--- src/rtl/fetch_unit.sv ---
// rtl/fetch_unit.sv - instruction fetch initiator with PC, redirect/halt/fault control and decode FIFO
// Optional statistics counters: define FETCH_STATS_EN.
module fetch_unit #(
    parameter logic [31:0] RESET_PC   = 32'h00400000,
    parameter logic [31:0] MEM_LO_PC  = 32'h00400000,
    parameter logic [31:0] MEM_HI_PC  = 32'h00400400,
    parameter int          FIFO_DEPTH = 4
) (
    input  logic                          clk,
    input  logic                          reset_n,
    output logic [31:0]                   currPC,
    input  logic [31:0]                   instr,
    input  logic                          redirect_valid,
    input  logic [31:0]                   redirect_pc,
    input  logic                          halt_req,
    output logic                          out_valid,
    input  logic                          out_ready,
    output logic [31:0]                   out_pc,
    output logic [31:0]                   out_instr,
    output logic [$clog2(FIFO_DEPTH):0]   fifo_count,
    output logic                          fetch_fault
`ifdef FETCH_STATS_EN
    ,
    output logic [31:0]                   stat_fetched,
    output logic [31:0]                   stat_flushed,
    output logic [31:0]                   stat_stall_cycles
`endif
);

    localparam int AW = $clog2(FIFO_DEPTH);
    localparam int CW = AW + 1;

    typedef enum logic [1:0] {
        ST_RUN   = 2'd0,
        ST_HALT  = 2'd1,
        ST_FAULT = 2'd2
    } state_t;

    state_t          state, state_next;
    logic [31:0]     pc_q, pc_next;
    logic            fault_q, fault_next;
    logic [31:0]     pc_mem    [FIFO_DEPTH];
    logic [31:0]     instr_mem [FIFO_DEPTH];
    logic [AW-1:0]   head, tail;
    logic [CW-1:0]   count;
    logic            pc_legal, full, pop, push;

    assign currPC      = pc_q;
    assign fifo_count  = count;
    assign fetch_fault = fault_q;
    assign out_valid   = (count != '0);
    assign out_pc      = out_valid ? pc_mem[head]    : 32'd0;
    assign out_instr   = out_valid ? instr_mem[head] : 32'd0;

    assign pc_legal = (pc_q[1:0] == 2'b00) && (pc_q >= MEM_LO_PC) && (pc_q <= MEM_HI_PC);
    assign full     = (count == CW'(FIFO_DEPTH));
    assign pop      = out_valid && out_ready && !redirect_valid;

    // An illegal PC is reported before a halt request is honoured.
    always_comb begin
        state_next = state;
        pc_next    = pc_q;
        fault_next = fault_q;
        push       = 1'b0;
        if (redirect_valid) begin
            state_next = halt_req ? ST_HALT : ST_RUN;
            pc_next    = redirect_pc;
            fault_next = 1'b0;
        end else begin
            case (state)
                ST_RUN: begin
                    if (!pc_legal) begin
                        state_next = ST_FAULT;
                        fault_next = 1'b1;
                    end else if (halt_req) begin
                        state_next = ST_HALT;
                    end else if (!full || pop) begin
                        push    = 1'b1;
                        pc_next = pc_q + 32'd4;
                    end
                end
                ST_HALT: begin
                    if (!halt_req) state_next = ST_RUN;
                end
                ST_FAULT: begin
                    state_next = ST_FAULT;
                end
                default: state_next = ST_RUN;
            endcase
        end
    end

    always_ff @(posedge clk) begin
        if (!reset_n) begin
            state   <= ST_RUN;
            pc_q    <= RESET_PC;
            fault_q <= 1'b0;
            head    <= '0;
            tail    <= '0;
            count   <= '0;
        end else begin
            state   <= state_next;
            pc_q    <= pc_next;
            fault_q <= fault_next;
            if (redirect_valid) begin
                head  <= '0;
                tail  <= '0;
                count <= '0;
            end else begin
                if (push) tail <= tail + 1'b1;
                if (pop)  head <= head + 1'b1;
                case ({push, pop})
                    2'b10:   count <= count + 1'b1;
                    2'b01:   count <= count - 1'b1;
                    default: count <= count;
                endcase
            end
        end
    end

    // Storage needs no reset: out_* are masked while the queue is empty.
    always_ff @(posedge clk) begin
        if (push) begin
            pc_mem[tail]    <= pc_q;
            instr_mem[tail] <= instr;
        end
    end

`ifdef FETCH_STATS_EN
    logic [32:0] flush_sum;
    logic        stall;

    assign flush_sum = {1'b0, stat_flushed} + 33'(count);
    assign stall     = !redirect_valid && (state == ST_RUN) && pc_legal && !halt_req && full && !pop;

    always_ff @(posedge clk) begin
        if (!reset_n) begin
            stat_fetched      <= 32'd0;
            stat_flushed      <= 32'd0;
            stat_stall_cycles <= 32'd0;
        end else begin
            if (push && stat_fetched != 32'hFFFFFFFF)
                stat_fetched <= stat_fetched + 32'd1;
            if (redirect_valid)
                stat_flushed <= flush_sum[32] ? 32'hFFFFFFFF : flush_sum[31:0];
            if (stall && stat_stall_cycles != 32'hFFFFFFFF)
                stat_stall_cycles <= stat_stall_cycles + 32'd1;
        end
    end
`endif

endmodule
--- config.mk ---
export PLATFORM = sky130hd
export DESIGN_NAME = fetch_unit
export DESIGN_NICKNAME = d
export VERILOG_FILES = /design/src/rtl/fetch_unit.sv
export SDC_FILE = /design/constraint.sdc
export NUM_CORES = 1
export LEC_CHECK = 0
export CAP_MARGIN = 20
export CORE_MARGIN = 10
export CORE_UTILIZATION = 30
export CTS_CLUSTER_DIAMETER = 150
export CTS_CLUSTER_SIZE = 25
export DETAILED_ROUTE_END_ITERATION = 8
export GPL_TIMING_DRIVEN = 0
export PLACE_DENSITY = 0.53
export SYNTH_ARGS = -nofsm -noshare
export SYNTH_HDL_FRONTEND = slang
export SYNTH_SLANG_ARGS = --single-unit
--- constraint.sdc ---
create_clock -name clk -period 10.5 [get_ports clk]
set_input_delay 2.1 -clock clk [delete_from_list [all_inputs] [get_ports clk]]
set_output_delay 2.1 -clock clk [all_outputs]
set_load 0.02 [all_outputs]
==> metrics, run 1 <==
status=complete, no violations; RSZ-0062 raised after global routing=false; Final Hold Vio Count=0; via density per instance=4.60; row cnt=72; crit path max fanout=10; Post-synth ARST share=0; critical path, cell by cell=clkbuf_1 -> buf_2 -> mux4_2 -> and2_1 -> clkdlybuf4s50_1; Synth Cell Area=11800 µm²; IO Port Bufs=between 150 and 200; Final WS setup=just over 5 ns; Hold Buf Count CTS=0; H-tree levels=1; delay-heaviest family, CP=buffers and inverters; fin crit period=5.33 ns; Placeable Area=around 39000 µm²; Final nets=slightly above 900; Vias=6258; root buf cell=clkbuf_16; Clock transition at path regs=0.10 ns; crit-path max cell delay=between 0.5 and 0.6 ns; Power Density=around 140 nW/µm²; Util after Layout=0.379; Slew @ Worst Pin=about 1.1 ns; first-pass GRT wire length=around 43000 µm; Warnings, synthesis=0; Setup Total Neg Slack=0 ns; post-route ant nets=0; Starting Density=0.305; area delta synth->final=24.2%; vias in the first global route=6672; Pins Over Slew Limit=0; Final setup viols=0; CTS Sinks=300; Setup Buffers After CTS=0; CTS Buffer Depth=3; Crit-path slowest cell=clkbuf_1; drt drc=0; RD Place Congestion=0.732; fraction of layout cells with a size suffix above 1=0.124; Peak Freq=~190 MHz; largest net degree at the start of global routing=44; Die X-Extent=218 µm; Netlist cell types=46; Die ar.=47700 µm²; clk_skew=around 0.025 ns; Syn Nets=around 720; Post-synth EDFFs=256; Setup CP Type=reg -> out; max cap viols=0; LEAKAGE=about 0.0046 µW; All-Layer GR Usage=0.117; Die Span Y=218 µm; dpl cell area=14200 µm²; Setup WS pre-CTS=between 5 and 6 ns; hold_ws=approximately 0.50 ns; final WL=between 20000 and 30000 µm; Critical Path Start Type=register; arrival time worst endpoint=approximately 3.2 ns; fin crit share=0.507; ANT cells=0; Worst Hold Class=reg -> reg; post-synthesis instance total=around 650; mean post-synth cell area=18.3 µm²; Clk Latency, worst-skew pair=0.51 ns; worst path bufs/invs=3; Critical Path Sink Type=output port; filler instances=roughly 3.7k; Post-synth top flop=edfxtp_1; Slew HR=0.289; DR pass1 iterations=5; TritonCTS buffer count=15; proportion of synthesized chip area in sequential cells=0.726; Wirelength per Cell=between 20 and 25 µm; Final HPWL DP=approximately 19000 µm; Iteration-0 DRC Markers=between 200 and 250; Max VDD drop=~0.074 mV; initial antenna violation count=2; io pins=170; CTS-repair resized insts=0; #FFs+latches synth=300; CP required=~8.4 ns; post-route cell area=approximately 15000 µm²; CTS tree=built; grt ovf=0
==> cell usage after synthesis, drive strengths merged, types with 2 or more instances <==
| cell | count | area (µm²) |
|---|---|---|
| a21oi | 9 | 45.0 |
| nand2 | 12 | 45.0 |
| nor4b | 2 | 38.8 |
| nor2 | 37 | 139 |
| clkbuf | 25 | 93.8 |
| nand3 | 10 | 55.1 |
| nor2b | 3 | 18.8 |
| nand4 | 3 | 18.8 |
| or4 | 2 | 18.8 |
| buf | 6 | 30.0 |
| inv | 13 | 48.8 |
| mux4 | 64 | 1440 |
| nor4 | 6 | 73.8 |
| edfxtp | 256 | 7690 |
| xor2 | 5 | 43.8 |
| a22oi | 6 | 45.0 |
| o21ai | 5 | 25.0 |
| and2 | 71 | 444 |
| mux2i | 23 | 230 |
| dfxtp | 44 | 881 |
| ha | 7 | 87.6 |
| and3 | 4 | 25.0 |
| xnor2 | 5 | 43.8 |
| nor3 | 3 | 15.0 |
| o22ai | 5 | 31.3 |
| or3 | 2 | 12.5 |
| a211oi | 3 | 22.5 |
==> worst paths after layout <==
path	startpoint	end	slack (ns)	cells past startpoint
setup / recovery	register	out_pc[2]	5.17	5
hold / removal	fetch_fault	fetch_fault	0.50	2
setup reg to reg	currPC[11]	pc_mem[2][25]	6.92	5
hold reg to reg	fetch_fault	fetch_fault	0.50	2
==> through the flow <==
stage	cells	power, µW
after floorplan	645	1380
after global placement	1330	1450
after detailed placement	1334	1450
after CTS	1360	2100
after global routing	1360	2140
final	1360	2060
==> layout by cell type (no fill, tap or decap), types with 13 or more instances in the layout <==
cell,netlist,layout
mux2i_1,23,23
edfxtp_1,256,256
dfxtp_1,44,44
clkbuf_16,0,15
nor2_1,37,37
clkbuf_1,25,35
clkdlybuf4s50_1,0,167
and2_1,71,67
mux4_2,64,64
inv_1,13,13
==> state kept, by name (all words and copies together) (netlist names), named ones only <==
signal       flops
pc_mem         128
state            2
tail             2
currPC          32
instr_mem      128
fifo_count       3
fetch_fault      1
head             2
==> power breakdown <==
part	internal (µW)	switching [µW]	total, µW	leakage, µW
combinational	52.1	49.3	101	0.00172
clock	275	361	636	0.000201
sequential	1300	20.0	1320	0.00267
==> cells by family after synthesis <==
family | count (synthesis) | share of synthesized area
DFF | 300 | 0.726
and+or+nand+nor | 157 | 0.0782
muxes | 87 | 0.142
buffers and inverters | 44 | 0.0146
AOI/OAI and AO/OA | 39 | 0.0232
xor gates and xnor gates | 10 | 0.00742
adders and majority gates | 8 | 0.00911
==> worst register-to-register path: stages, from the launching register on <==
cell	delay, ns
dfxtp_1	0.40
nor4_1	0.62
a21oi_1	0.30
nor4_1	0.96
and2_4	0.65
buf_16	0.31
==> metal layers <==
metal  wire length (µm)  GRT usage  vias to the layer above
met3               1960     0.0360                       25
met4                346     0.0192                        4
met2              13700      0.194                      134
met1              12200      0.151                     3199
met5                 27          0                        -
li1                   -          -                     2896
==> cell type report <==
type	instances	area (µm²)	area share
flip-flops and latches	300	8570	0.584
multi-input cells	301	3070	0.210
plain buffers	31	124	0.00845
inverters	13	48.8	0.00333
clock buffers	25	413	0.0282
repair buffers	171	1780	0.121
clock inverters	1	8.76	0.000597
well taps	518	648	0.0442
No activity file was read; power rests on OpenSTA's default activity.
==> run 2: changes to the inputs <==
Settings changed: PLACE_DENSITY 0.53 to 0.55.
Clock period 10.5 ns to 4.6 ns, I/O delays scaled along.
==> metrics, run 2 (synthesis results as in run 1) <==
status=complete, no violations; reg-to-reg setup timing slack=between 1 and 1.5 ns; Critical Path Start Type=register; row cnt=between 70 and 80; clk_skew=approximately 0.013 ns; grt ovf=0; Final nets=910; fin crit period=4.13 ns; CTS tree=built; CP required=between 3 and 4 ns; fin crit share=0.898; NetSw=a little under 1000 µW; Pins Over Slew Limit=0; filler instances=roughly 3.6k; Clk Latency, worst-skew pair=0.50 ns; H-tree levels=1; Max VDD drop=0.169 mV; area delta synth->final=24.2%; worst reg2reg endpoint=instr_mem[3][22]; vias in the first global route=6594; largest net degree at the start of global routing=46; Placeable Area=between 30000 and 40000 µm²; drt drc=0; reg-to-reg critical path startpoint=currPC[11]; Clock transition at path regs=approximately 0.10 ns; first-pass GRT wire length=43100 µm; All-Layer GR Usage=0.118; Worst Hold Class=reg -> reg; Util after Layout=0.378; Setup Total Neg Slack=0 ns; Starting Density=0.305; Final setup viols=0; final WL=28700 µm; most frequent cells in the layout=edfxtp_1 (256), clkdlybuf4s50_1 (167), and2_1 (67); RD Place Congestion=about 0.75; Wirelength per Cell=21.1 µm; Die Span Y=about 220 µm; hold path start=fetch_fault; Vias=approximately 6.3k; io pins=170; CTS Sinks=300; Power Internal=3710 µW; via density per instance=4.62; Setup CP Type=reg -> out; sequential power share=0.643; switch share=0.208; Die X-Extent=218 µm; Critical Path Sink Type=output port; Reg2Reg Depth=5; IO Port Bufs=around 170; Hold EP=fetch_fault; ANT cells=0; most common cell after layout, fill and taps aside=edfxtp_1; Power Density=between 300 and 400 nW/µm²; arrival time worst endpoint=between 3 and 4 ns; root buf cell=clkbuf_16; fraction of layout cells with a size suffix above 1=0.122; Iteration-0 DRC Markers=roughly 370; hold path depth=2; Die ar.=47700 µm²; initial antenna violation count=2; clock power share=0.307; DR pass1 iterations=5; RSZ-0062 raised after global routing=false; Hold Buf Count CTS=0; hold_ws=between 0.5 and 0.6 ns; Peak Freq=242 MHz; Final HPWL DP=a little under 20000 µm; LEAKAGE=0.00459 µW; CTS-repair resized insts=0; Setup Buffers After CTS=0; Slew HR=0.287; max cap viols=0; combinational share of power=0.050; TritonCTS buffer count=15; CTS Buffer Depth=3; Slew @ Worst Pin=around 1.1 ns; post-route ant nets=0; Final Hold Vio Count=0; crit path max fanout=10
[run 2: power by group through the flow]
stage	logic, µW	clock network, µW	registers, µW
2_1_floorplan	78.3	0	3080
3_3_place_gp	235	0	3070
3_5_place_dp	237	0	3070
4_1_cts	238	1510	3010
5_1_grt	252	1610	3020
6_report	232	1440	3010
[run 2: per-stage QoR]
stage | total power, µW | instance area [µm²] | setup WS [ns] | cells
floorplan | 3160 | 11800 | 0.655 | 645
global placement | 3310 | 14100 | -1.63 | 1330
detailed placement | 3310 | 14200 | 0.480 | 1334
CTS | 4760 | 14700 | 0.276 | 1359
global route | 4880 | 14700 | 0.168 | 1359
finish | 4680 | 14700 | 0.471 | 1359
[run 2: area by class of cell]
type                            instances  area (µm²)  share of cell area
Multi-Input combinational cell        301        3070               0.210
Timing Repair Buffer                  171        1780               0.122
Inverter                               13        48.8             0.00333
Sequential cell                       300        8570               0.585
Clock buffer                           25         413              0.0282
Tap cell                              518         648              0.0442
Buffer                                 31         124             0.00845
[run 2: worst max-delay path by stage]
stage | startpoint | end | slack (ns) | cells after the start
after floorplan | redirect_valid | instr_mem[1][0] | 0.66 | 6
after global placement | halt_req | instr_mem[0][11] | -1.63 | 6
after detailed placement | halt_req | instr_mem[3][15] | 0.48 | 7
after CTS | register | out_pc[28] | 0.28 | 5
after global routing | register | out_pc[22] | 0.17 | 5
final | register | out_pc[22] | 0.47 | 5
[run 2: per-layer routing]
layer	wire length, µm	GRT usage	part of all wire
met3	2050	0.0347	0.071
met2	13700	0.192	0.48
met4	260	0.0181	0.0091
met1	12600	0.156	0.44
met5	22	0	0.00077
[run 2: worst max-delay path, stage by stage (launching register included)]
cell and delay (ns):
dfxtp_1 0.32, clkbuf_1 0.60, buf_2 0.51, mux4_2 0.55, and2_1 0.17, clkdlybuf4s50_1 0.56
==> run 3: changes to the inputs <==
Settings changed: DONT_BUFFER_PORTS set to 1, PLACE_DENSITY 0.55 to 0.49.
==> metrics, run 3 (synthesis results as in run 1) <==
clk_skew=0.0113 ns; Power Internal=~3600 µW; Critical Path Sink Type=output port; CTS Sinks=300; Final HPWL DP=about 20000 µm; reg-to-reg setup timing slack=0.99 ns; Worst Hold Class=in -> reg; CTS-repair resized insts=0; CTS tree=built; Die ar.=47700 µm²; hold_ws=0.505 ns; Setup CP Type=reg -> out; Critical Path End=out_pc[2]; delay-heaviest family, CP=buffers and inverters; area delta synth->final=9.97%; Crit-path slowest cell=clkbuf_1; Peak Freq=around 270 MHz; combinational share of power=0.023; drt drc=0; post-route ant nets=0; crit path max fanout=10; Clock transition at path regs=0.10 ns; All-Layer GR Usage=0.117; Hold Buf Count CTS=0; CP required=around 3.7 ns; sequential power share=0.666; largest net degree at the start of global routing=48; vias in the first global route=around 6.2k; arrival time worst endpoint=2.82 ns; first-pass GRT wire length=41900 µm; initial antenna violation count=2; IO Port Bufs=0; reg-to-reg critical path startpoint=currPC[11]; fraction of layout cells with a size suffix above 1=0.153; Pins Over Slew Limit=0; filler instances=between 3k and 4k; Max VDD drop=roughly 0.23 mV; Util after Layout=0.335; Die X-Extent=~220 µm; Final setup viols=0; path length in cells of the critical path=4; Die Span Y=about 220 µm; root buf cell=clkbuf_16; critical path, cell by cell=clkbuf_1 -> buf_2 -> mux4_2 -> and2_1; status=complete, no violations; fin crit period=3.74 ns; Slew @ Worst Pin=between 0.9 and 1 ns; Final nets=around 740; most frequent cells in the layout=edfxtp_1 (256), and2_1 (67), mux4_2 (64); DR pass1 iterations=4; RSZ-0062 raised after global routing=false; via density per instance=about 5; non-filler cells, final=1191; Iteration-0 DRC Markers=around 310; Reg2Reg Depth=10; row cnt=72; clock power share=0.311; H-tree levels=1; worst reg2reg endpoint=fifo_count[2]; fin crit share=0.813; Power Density=351 nW/µm²; NetSw=937 µW; RD Place Congestion=between 0.7 and 0.8; Slew HR=0.334; max cap viols=0; worst path bufs/invs=2; switch share=0.205; LEAKAGE=about 0.004 µW; TritonCTS buffer count=15; ANT cells=0; Setup Buffers After CTS=0; Starting Density=0.305; Vias=between 5k and 6k; CTS Buffer Depth=3; crit-path max cell delay=around 0.67 ns; Clk Latency, worst-skew pair=about 0.50 ns; Wirelength per Cell=approximately 24 µm; final WL=around 29000 µm; Critical Path Start Type=register; most common cell after layout, fill and taps aside=edfxtp_1; Final Hold Vio Count=0; Placed Cells=1167; io pins=170; Placeable Area=~39000 µm²; grt ovf=0
run 3: cell types whose count changed in the layout (fill, tap and decap cells not counted):
cell	change
clkdlybuf4s50_1	-167
clkbuf_1	-1
run 3: stage by stage:
stage	power (µW)	worst slack [ns]	TNS [ns]	instance area, µm²
floorplan	3160	0.655	0	11800
global placement	3200	-1.28	-323.78	12500
detailed placement	3210	0.613	0	12600
CTS	4640	0.690	0	13000
global route	4740	0.615	0	13000
finish	4560	0.858	0	13000
run 3: area by class of cell:
class / instances / area (µm²) / share of cell area
Inverter: 13 / 48.8 / 0.00376
Multi-Input combinational cell: 301 / 3070 / 0.237
Sequential cell: 300 / 8570 / 0.660
Clock buffer: 24 / 409 / 0.0315
Timing Repair Buffer: 4 / 110 / 0.00848
Buffer: 31 / 124 / 0.00954
Tap cell: 518 / 648 / 0.0499
run 3: power by group through the flow:
stage	Combinational, µW	Sequential [µW]	Clock, µW
2_1_floorplan	78.3	3080	0
3_3_place_gp	103	3100	0
3_5_place_dp	106	3100	0
4_1_cts	106	3040	1490
5_1_grt	116	3050	1580
6_report	104	3040	1420
run 3: worst min path at each step:
stage | from | endpoint | slack, ns | cells after the start
after floorplan | state[0] | state[1] | 0.46 | 1
after global routing | instr[5] | instr_mem[0][5] | 0.46 | 0
after detailed placement | state[0] | state[1] | 0.50 | 1
after CTS | instr[1] | instr_mem[0][1] | 0.47 | 0
final | instr[4] | instr_mem[2][4] | 0.51 | 0
after global placement | state[0] | state[1] | 0.48 | 1
run 3: layer usage:
metal	track usage	wire (µm)	vias up
met2	0.198	14200	145
met1	0.139	11400	3058
met3	0.0430	2400	30
li1	-	-	2554
met5	0	27	-
met4	0.0255	471	4
